**src/rtl/byte_striping_tx_param.sv**
```systemverilog
// Round-robin symbol striper: LANES x WIDTH lanes, pad fill, valid mask.
// Optional STRIPE_SEQ_EN adds a 4-bit per-stripe sequence number.
module byte_striping_tx_param #(
  parameter int LANES = 4,
  parameter int WIDTH = 8,
  parameter logic [WIDTH-1:0] PAD = WIDTH'(8'hBC)
) (
  input  logic                     clk,
`ifdef STRIPE_SEQ_EN
  output logic [3:0]               seq_out,
`endif
  input  logic                     reset,
  input  logic                     valid_in,
  input  logic [WIDTH-1:0]         data_in,
  input  logic                     last_in,
  output logic                     in_ready,
  input  logic                     out_ready,
  output logic                     stripe_valid,
  output logic [LANES*WIDTH-1:0]   data_out,
  output logic [LANES-1:0]         lane_mask,
  output logic [$clog2(LANES)-1:0] lane_ptr
);

  localparam int PW = $clog2(LANES);
  localparam logic [PW-1:0] LAST_LANE = PW'(LANES - 1);

  logic [WIDTH-1:0]       stage_q [LANES];
  logic [WIDTH-1:0]       stage_d [LANES];
  logic [PW-1:0]          ptr_q;
  logic [PW-1:0]          ptr_d;
  logic                   sv_q;
  logic                   sv_d;
  logic [LANES*WIDTH-1:0] data_q;
  logic [LANES*WIDTH-1:0] data_d;
  logic [LANES-1:0]       mask_q;
  logic [LANES-1:0]       mask_d;
  logic                   accept;
  logic                   complete;

  assign in_ready = !(sv_q && !out_ready);
  assign accept   = valid_in && in_ready;
  assign complete = accept && (last_in || ptr_q == LAST_LANE);

  always_comb begin
    stage_d = stage_q;
    ptr_d   = ptr_q;
    sv_d    = sv_q;
    data_d  = data_q;
    mask_d  = mask_q;
    if (out_ready) begin
      sv_d = 1'b0;
    end
    if (complete) begin
      // staged lanes below ptr, live symbol at ptr, pad above
      for (int i = 0; i < LANES; i++) begin
        if (i < int'(ptr_q)) begin
          data_d[i*WIDTH +: WIDTH] = stage_q[i];
          mask_d[i]                = 1'b1;
        end else if (i == int'(ptr_q)) begin
          data_d[i*WIDTH +: WIDTH] = data_in;
          mask_d[i]                = 1'b1;
        end else begin
          data_d[i*WIDTH +: WIDTH] = PAD;
          mask_d[i]                = 1'b0;
        end
        stage_d[i] = '0;
      end
      sv_d  = 1'b1;
      ptr_d = '0;
    end else if (accept) begin
      for (int i = 0; i < LANES; i++) begin
        if (i == int'(ptr_q)) begin
          stage_d[i] = data_in;
        end
      end
      ptr_d = ptr_q + PW'(1);
    end
  end

  always_ff @(posedge clk) begin
    if (!reset) begin
      for (int i = 0; i < LANES; i++) begin
        stage_q[i] <= '0;
      end
      ptr_q  <= '0;
      sv_q   <= 1'b0;
      data_q <= '0;
      mask_q <= '0;
    end else begin
      stage_q <= stage_d;
      ptr_q   <= ptr_d;
      sv_q    <= sv_d;
      data_q  <= data_d;
      mask_q  <= mask_d;
    end
  end

  assign stripe_valid = sv_q;
  assign data_out     = data_q;
  assign lane_mask    = mask_q;
  assign lane_ptr     = ptr_q;

`ifdef STRIPE_SEQ_EN
  // cnt_q is the number the next loaded stripe will carry
  logic [3:0] seq_q;
  logic [3:0] seq_d;
  logic [3:0] cnt_q;
  logic [3:0] cnt_d;

  always_comb begin
    seq_d = seq_q;
    cnt_d = cnt_q;
    if (complete) begin
      seq_d = cnt_q;
      cnt_d = cnt_q + 4'd1;
    end
  end

  always_ff @(posedge clk) begin
    if (!reset) begin
      seq_q <= '0;
      cnt_q <= '0;
    end else begin
      seq_q <= seq_d;
      cnt_q <= cnt_d;
    end
  end

  assign seq_out = seq_q;
`endif

endmodule

```
**config.mk**
```make
export PLATFORM = sky130hd
export DESIGN_NAME = byte_striping_tx_param
export DESIGN_NICKNAME = d
export VERILOG_FILES = /design/src/rtl/byte_striping_tx_param.sv
export SDC_FILE = /design/constraint.sdc
export NUM_CORES = 1
export LEC_CHECK = 0
export CAP_MARGIN = 20
export CORE_MARGIN = 10
export CORE_UTILIZATION = 25
export DETAILED_ROUTE_END_ITERATION = 7
export HOLD_SLACK_MARGIN = 0.03
export SLEW_MARGIN = 5
export SYNTH_ARGS = -nofsm -noshare
export SYNTH_HDL_FRONTEND = slang
export SYNTH_SLANG_ARGS = --single-unit
```
**constraint.sdc**
```tcl
create_clock -name clk -period 1.9 [get_ports clk]
set_clock_uncertainty 0.2 [all_clocks]
set_input_delay 0.38 -clock clk [delete_from_list [all_inputs] [get_ports clk]]
set_output_delay 0.38 -clock clk [all_outputs]
set_load 0.02 [all_outputs]
```
After elaboration in Yosys (flattened, before gate mapping)

Index checks and enable logic that the tools add are counted.

Logic and storage cells: 44
Flip-flop bits (word level): 63
Output and inout port bits: 40
Bits of input ports: 13

Equal/unequal tests: 4
Reduce and logical (&&, ||, !) cells: 12
Add/sub/neg operators: 1
$lt $le $gt $ge: 3
Mux-type cells: 16
Bitwise gates (word level): 1

Operators by type and width:

| kind                                                                  | count |
|---|---|
| 8-bit 2-to-1 mux                                                      | 7 |
| 1-bit 2-to-1 mux                                                      | 9 |
| 2-bit AND reduction                                                   | 3 |
| 2-bit equality test (first input constant)                            | 2 |
| 1-bit by 2-bit < comparator with 1-bit output (first input constant)  | 2 |
| 1-bit logical AND                                                     | 3 |
| 2-bit by 1-bit adder with 2-bit output (second input constant)        | 1 |
| 1-bit by 2-bit equality test with 1-bit output (first input constant) | 1 |
| 2-bit equality test (second input constant)                           | 1 |
| 1-bit logical NOT                                                     | 2 |
| 2-bit logical NOT                                                     | 1 |
| 2-bit < comparator (first input constant)                             | 1 |
| 2-bit nonzero test                                                    | 1 |
| 2-bit OR reduction                                                    | 1 |
| 1-bit logical OR                                                      | 1 |
| 1-bit inverter                                                        | 1 |

Depth between registers and ports, before layout

Gate-level depths: netlist of the first run.

Word-level depth: 6
Depth in mapped cells: 8

Least setup slack after synthesis of the first run

Ideal clock, no wire load.

Kind: register to register
Start: register ptr_q[1], in the netlist lane_ptr[1]
End: register stage_q[30] (netlist name)
Required time: 1.581 ns
Library setup time: 0.119 ns
Cell stages (with the launch flop): 9
Arrival: 1.760 ns
Setup slack: -0.179 ns
Cell sequence: dfxtp_1 > buf_1 > inv_1 > ha_1 > buf_2 > and2_1 > buf_1 > nand3_1 > a21oi_1

Cells in the longest elaborated chain, start to end: 4

RTL lines:

| item                         | line | RTL |
|---|---|---|
| start: declaration           | 29   | `logic [PW-1:0] ptr_q;` |
| start signal: assignment     | 91   | `ptr_q <= ptr_d;` |
| 2-bit equality test          | 42   | `assign complete = accept && (last_in \|\| ptr_q == LAST_LANE);` |
| 1-bit logical OR             | 42   |  |
| 1-bit logical AND            | 42   |  |
| 2-bit OR reduction (no line) | --   |  |
| end signal: assignment       | 90   | `stage_q <= stage_d;` |
| end: declaration             | 27   | `logic [WIDTH-1:0] stage_q [LANES];` |

Several ways; a longest one is shown, not always the timed one.
A chain may end at the register's enable or synchronous reset.

Worst setup path after layout of the first run

Start: register data_q[27], in the netlist data_out[27]
End: output data_out[27]

RTL lines:

| item                     | line | RTL |
|---|---|---|
| start: declaration       | 33   | `logic [LANES*WIDTH-1:0] data_q;` |
| start signal: assignment | 93   | `data_q <= data_d;` |
| end: declaration         | 19   | `output logic [LANES*WIDTH-1:0] data_out,` |

No word-level cell between the ends.

==> results of run 1 <==
==> cell families after synthesis <==
logic type / Yosys count / synth area share (%)
AOI/OAI and AO/OA: 103 / 24.9
DFF: 63 / 43.6
adders and majority gates: 6 / 2.60
and+or+nand+nor: 79 / 14.6
buffers and inverters: 39 / 7.66
muxes: 19 / 6.58
==> power by group through the flow <==
stage	clock [uW]	combinational (uW)	sequential, uW
3_3_place_gp	0	563	1460
5_1_grt	1820	613	1440
2_1_floorplan	0	246	1520
3_5_place_dp	0	571	1460
6_report	1720	567	1430
4_1_cts	1760	573	1430
==> sequential cells by signal, indices dropped and copies added, names as in the netlist <==
signal,count
data_out,32
lane_ptr,2
stage_q,24
lane_mask,4
stripe_valid,1
==> cell type report <==
class | count | share of cell area (%)
clock buffer | 11 | 5.97
clock inverter | 4 | 1.72
inverter | 8 | 0.739
multi-input combinational | 207 | 34.7
sequential | 63 | 31.1
tap | 143 | 4.40
timing repair buffer | 91 | 21.4
==> final timing paths <==
kind,from,to,depth (start not counted)
setup / recovery,data_out[27]$_SDFFE_PN0P_,data_out[27],1
hold / removal,data_out[10]$_SDFFE_PN0P_,data_out[10]$_SDFFE_PN0P_,2
setup reg to reg,lane_ptr[1]$_SDFFE_PP0N_,data_out[15]$_SDFFE_PN0P_,6
hold reg to reg,data_out[10]$_SDFFE_PN0P_,data_out[10]$_SDFFE_PN0P_,2
==> layer usage <==
metal / wire (um) / track usage, %
met5: 0 / 0
met4: 111 / 3.48
met3: 626 / 4.26
met2: 4130 / 16.9
met1: 3730 / 12.3
==> Yosys cell counts (all sizes together) <==
library cell,count,area [um^2]
a31oi,9,56.3
a21oi,31,193
nor2b,1,6.26
and3,1,11.3
nand3,28,140
a211oi,6,60.1
a31o,1,8.76
o221a,5,56.3
o311ai,10,87.6
o21a,1,7.51
inv,7,26.3
o211a,9,90.1
mux2i,19,190
o21ai,27,135
buf,20,150
dfxtp,63,1260
clkbuf,11,41.3
o22ai,3,18.8
clkinv,1,3.75
and2,6,37.5
nand2,20,75.1
nand2b,10,62.6
ha,6,75.1
or2,1,6.26
and3b,3,26.3
o31ai,1,7.51
nand4,9,56.3
==> stage by stage <==
stage                     cell area, um^2  std cells
after detailed placement             3710        510
after CTS                            4030        525
after global placement               3710        510
after global routing                 4070        527
after floorplan                      2890        309
final                                4070        527
==> timing repair <==
item,in CTS,in global routing
setup endpoints to repair,3,11
resized for setup,3,10
endpoints found under the hold margin,0,0
setup buffers,0,2
==> impl_metrics.tcl, run 1 <==
set metrics [dict create \
    clkSinkCount 63 \
    power_frac_clock_pct 46.3 \
    p_leak_uw 0.00177 \
    crit_fanout 2 \
    timing.fmax_ghz 0.539 \
    hold_viol 0 \
    num_io_pins 53 \
    drc 0 \
    cpLargestDelayFamily "buffers and inverters" \
    mappedNetlistNets 328 \
    worstSetupEndpointType "primary output" \
    switching_power_uw 889 \
    clkLatencyLatePin_ns 0.32 \
    die_h_um 128 \
    synth-seq-area-share_pct 43.6 \
    fin_crit_sh_pct 97.6 \
    setup_viol 0 \
    relSlewSlack_pct 66.6 \
    hold_path.class "register to register" \
    drv_slew 0 \
    layout_commonest_cell "dfxtp_1" \
    ant_nets 0 \
    drt_pass1_iterations 4 \
    die_w_um 128 \
    antenna_cells 0 \
    start_kind "register" \
    drt-total-wl_um 8600 \
    pre_cts_ws_ns -0.117 \
    syn_area_um2 2890 \
    root_buffer "clkbuf_16" \
    crit_type "register to primary output" \
    dp_hpwl_um 6270 \
    status "finished, final reports clean" \
    antenna_found_initial 0 \
    rrSetupSlack_ns 0.11 \
    finalSetupTns_ns 0 \
    powerDensity_nw_per_um2 914 \
    syn_area_per_cell_um2 9.35 \
    p_int_uw 2830 \
    dieArea_um2 16300 \
    wl_per_cell_um 16.3 \
    cts_hold_buf 0 \
    grt_pass1_vias 2683 \
    rows 39 \
    rsz0062_at_grt "false" \
    irDropWorstVdd_uv 452 \
    grt_pass1_wl_um 13900 \
    nNetsFinal 399 \
    setup_ws_ns 0.0447 \
    seq_area_um2 1260 \
    io_buffers 52 \
    critPathMaxStageDelay_ns 0.61 \
    final_core_util_pct 35.8 \
    fin_crit_ns 1.86 \
    p_sw_share_pct 23.9 \
    routabilityCongestion 0.857 \
    cts_tree "built" \
    cts_max_level 3 \
    grt-ovfl-total 0 \
    via_count 2663 \
    multi_input_area_um2 1410 \
    vias_per_cell 5.05 \
    grt_max_degree 28 \
    yosys_warnings 0 \
    cp_cell_sequence "clkdlybuf4s50_1" \
    ys_seq_elements 63 \
    core_um2 11400 \
    drive_gt1_share_pct 20.1 \
    clk_pin_slew_worst_paths_ns 0.05 \
    cts_inserted_buffers 9 \
    area_delta_synth_final_pct 40.6 \
    cts.path.max_buffers 2 \
    worstPathArrival_ns 1.28 \
    seqPwrFrac_pct 38.5 \
    drt_iter0_drc 187 \
    comb_power_share_pct 15.3 \
    start_util_pct 25.4 \
    fin_hold_ws_ns 0.258 \
    fillers 1151 \
    power_uw 3720 \
    netlist_instances 309 \
    gr-usage-all-layers_pct 10.5 \
    cp_num_buf_inv 1 \
    worstPathRequired_ns 1.32 \
    yosysUniqueCellTypes 34 \
    maxCapViolCount 0 \
    critPathSlowestCell "clkdlybuf4s50_1" \
    final_cell_mix "dfxtp_1 (61), clkdlybuf4s50_1 (40), buf_4 (37)" \
    worstMarginPinSlew_ns 0.495 \
]
No activity file was read; power rests on OpenSTA's default activity.
==> run 2: changes to the inputs <==
CAP_MARGIN = default   (was 20)
DONT_BUFFER_PORTS = 1   (was default)
==> impl_metrics.tcl, run 2 (synthesis gave the netlist of run 1 again) <==
set metrics [dict create \
    status "finished, final reports clean" \
    antenna_cells 0 \
    start_kind "register" \
    drc 0 \
    relSlewSlack_pct 64.3 \
    dieArea_um2 16300 \
    worstPathArrival_ns 1.19 \
    io_buffers 0 \
    start_util_pct 25.4 \
    clkLatencyLatePin_ns 0.33 \
    maxCapViolCount 0 \
    cts.path.max_buffers 2 \
    ant_nets 0 \
    rows 39 \
    post-cts-setup-buffers 0 \
    die_h_um 128 \
    die_w_um 128 \
    via_count 2422 \
    comb_power_share_pct 9.6 \
    grt-ovfl-total 0 \
    root_buffer "clkbuf_16" \
    p_leak_uw 0.00137 \
    worstMarginPinSlew_ns 0.535 \
    grt_pass1_wl_um 14000 \
    grt_pass1_vias 2339 \
    drive_gt1_share_pct 16.2 \
    drt_pass1_iterations 6 \
    irDropWorstVdd_uv 1010 \
    power_frac_clock_pct 48.5 \
    rsz0062_at_grt "false" \
    dp_hpwl_um 5770 \
    num_io_pins 53 \
    cts_inserted_buffers 9 \
    timing.fmax_ghz 0.566 \
    nNetsFinal 336 \
    crit_fanout 17 \
    setup_viol 0 \
    p_int_uw 2710 \
    antenna_found_initial 0 \
    layout_commonest_cell "dfxtp_1" \
    hold_viol 0 \
    drv_slew 0 \
    area_delta_synth_final_pct 20.0 \
    wl_per_cell_um 19.6 \
    cts_tree "built" \
    fin_crit_ns 1.77 \
    final_cell_mix "dfxtp_1 (61), nand3_1 (28), o21ai_0 (27)" \
    drt-total-wl_um 9120 \
    seqPwrFrac_pct 41.9 \
    drt_iter0_drc 215 \
    worstSetupEndpointType "primary output" \
    finalSetupTns_ns 0 \
    grt_max_degree 33 \
    gr-usage-all-layers_pct 11.0 \
    final_core_util_pct 30.5 \
    clk_pin_slew_worst_paths_ns 0.05 \
    cts_max_level 3 \
    clkSinkCount 63 \
    powerDensity_nw_per_um2 1040 \
    p_sw_share_pct 24.4 \
    crit_type "register to primary output" \
    routabilityCongestion 0.783 \
    worstPathRequired_ns 1.32 \
    hold_path.class "input port to register" \
    core_um2 11400 \
    vias_per_cell 5.22 \
    fin_crit_sh_pct 93.0 \
    largest_reg_flops 32 \
    switching_power_uw 876 \
]
==> run 2: timing repair <==
item | CTS | global route
gates resized for setup | 0 | 2
hold buffers | 12 | 0
endpoints found under the setup margin | 0 | 2
hold endpoints to repair | 54 | 0
==> run 2: per-stage QoR <==
stage	hold slack (ns)	std cells	cell area, um^2	setup WS (ns)	total power, uW
global route	0.0456	464	3470	0.0253	3720
global placement	0.257	437	3030	0.124	1820
floorplan	0.245	309	2890	0.0105	1760
CTS	0.0394	464	3470	0.0757	3620
detailed placement	0.261	437	3030	0.102	1830
finish	0.0451	464	3470	0.134	3590
==> run 2: final cells by class <==
type	count	area, um^2
clock buffers	11	243
inverters	8	30.0
clock inverters	4	70.1
multi-input cells	207	1410
fillers	1176	7900
repair buffers	28	275
flip-flops and latches	63	1260
well taps	143	179
==> run 2: final timing paths <==
kind | startpoint | end | slack, ns | depth (start not counted)
max | stripe_valid$_SDFFE_PN0P_ | in_ready | 0.13 | 3
min reg2reg | stage_q[23]$_SDFFE_PP0P_ | stage_q[23]$_SDFFE_PP0P_ | 0.27 | 2
min | reset | data_out[10]$_SDFFE_PN0P_ | 0.05 | 2
max reg2reg | stripe_valid$_SDFFE_PN0P_ | data_out[26]$_SDFFE_PN0P_ | 0.15 | 5
==> run 2: worst max-delay path, cell delays in order (launching register included) <==
cell and delay [ns]:
dfxtp_1 0.32, nor2b_1 0.20, inv_2 0.11, buf_4 0.23
==> run 2: power by group through the flow <==
stage          clock, uW  sequential, uW  combinational, uW
6_report            1740            1510                344
4_1_cts             1760            1510                343
3_3_place_gp           0            1540                286
3_5_place_dp           0            1540                291
2_1_floorplan          0            1520                246
5_1_grt             1830            1520                375
==> run 2: per-layer routing <==
layer  up-vias  wire [um]  track usage [%]
li1       1157          -                -
met1      1169       3770             13.6
met2        88       4180             16.9
met3         8       1070             5.21
met4         0         89             3.01
met5         -          0                0
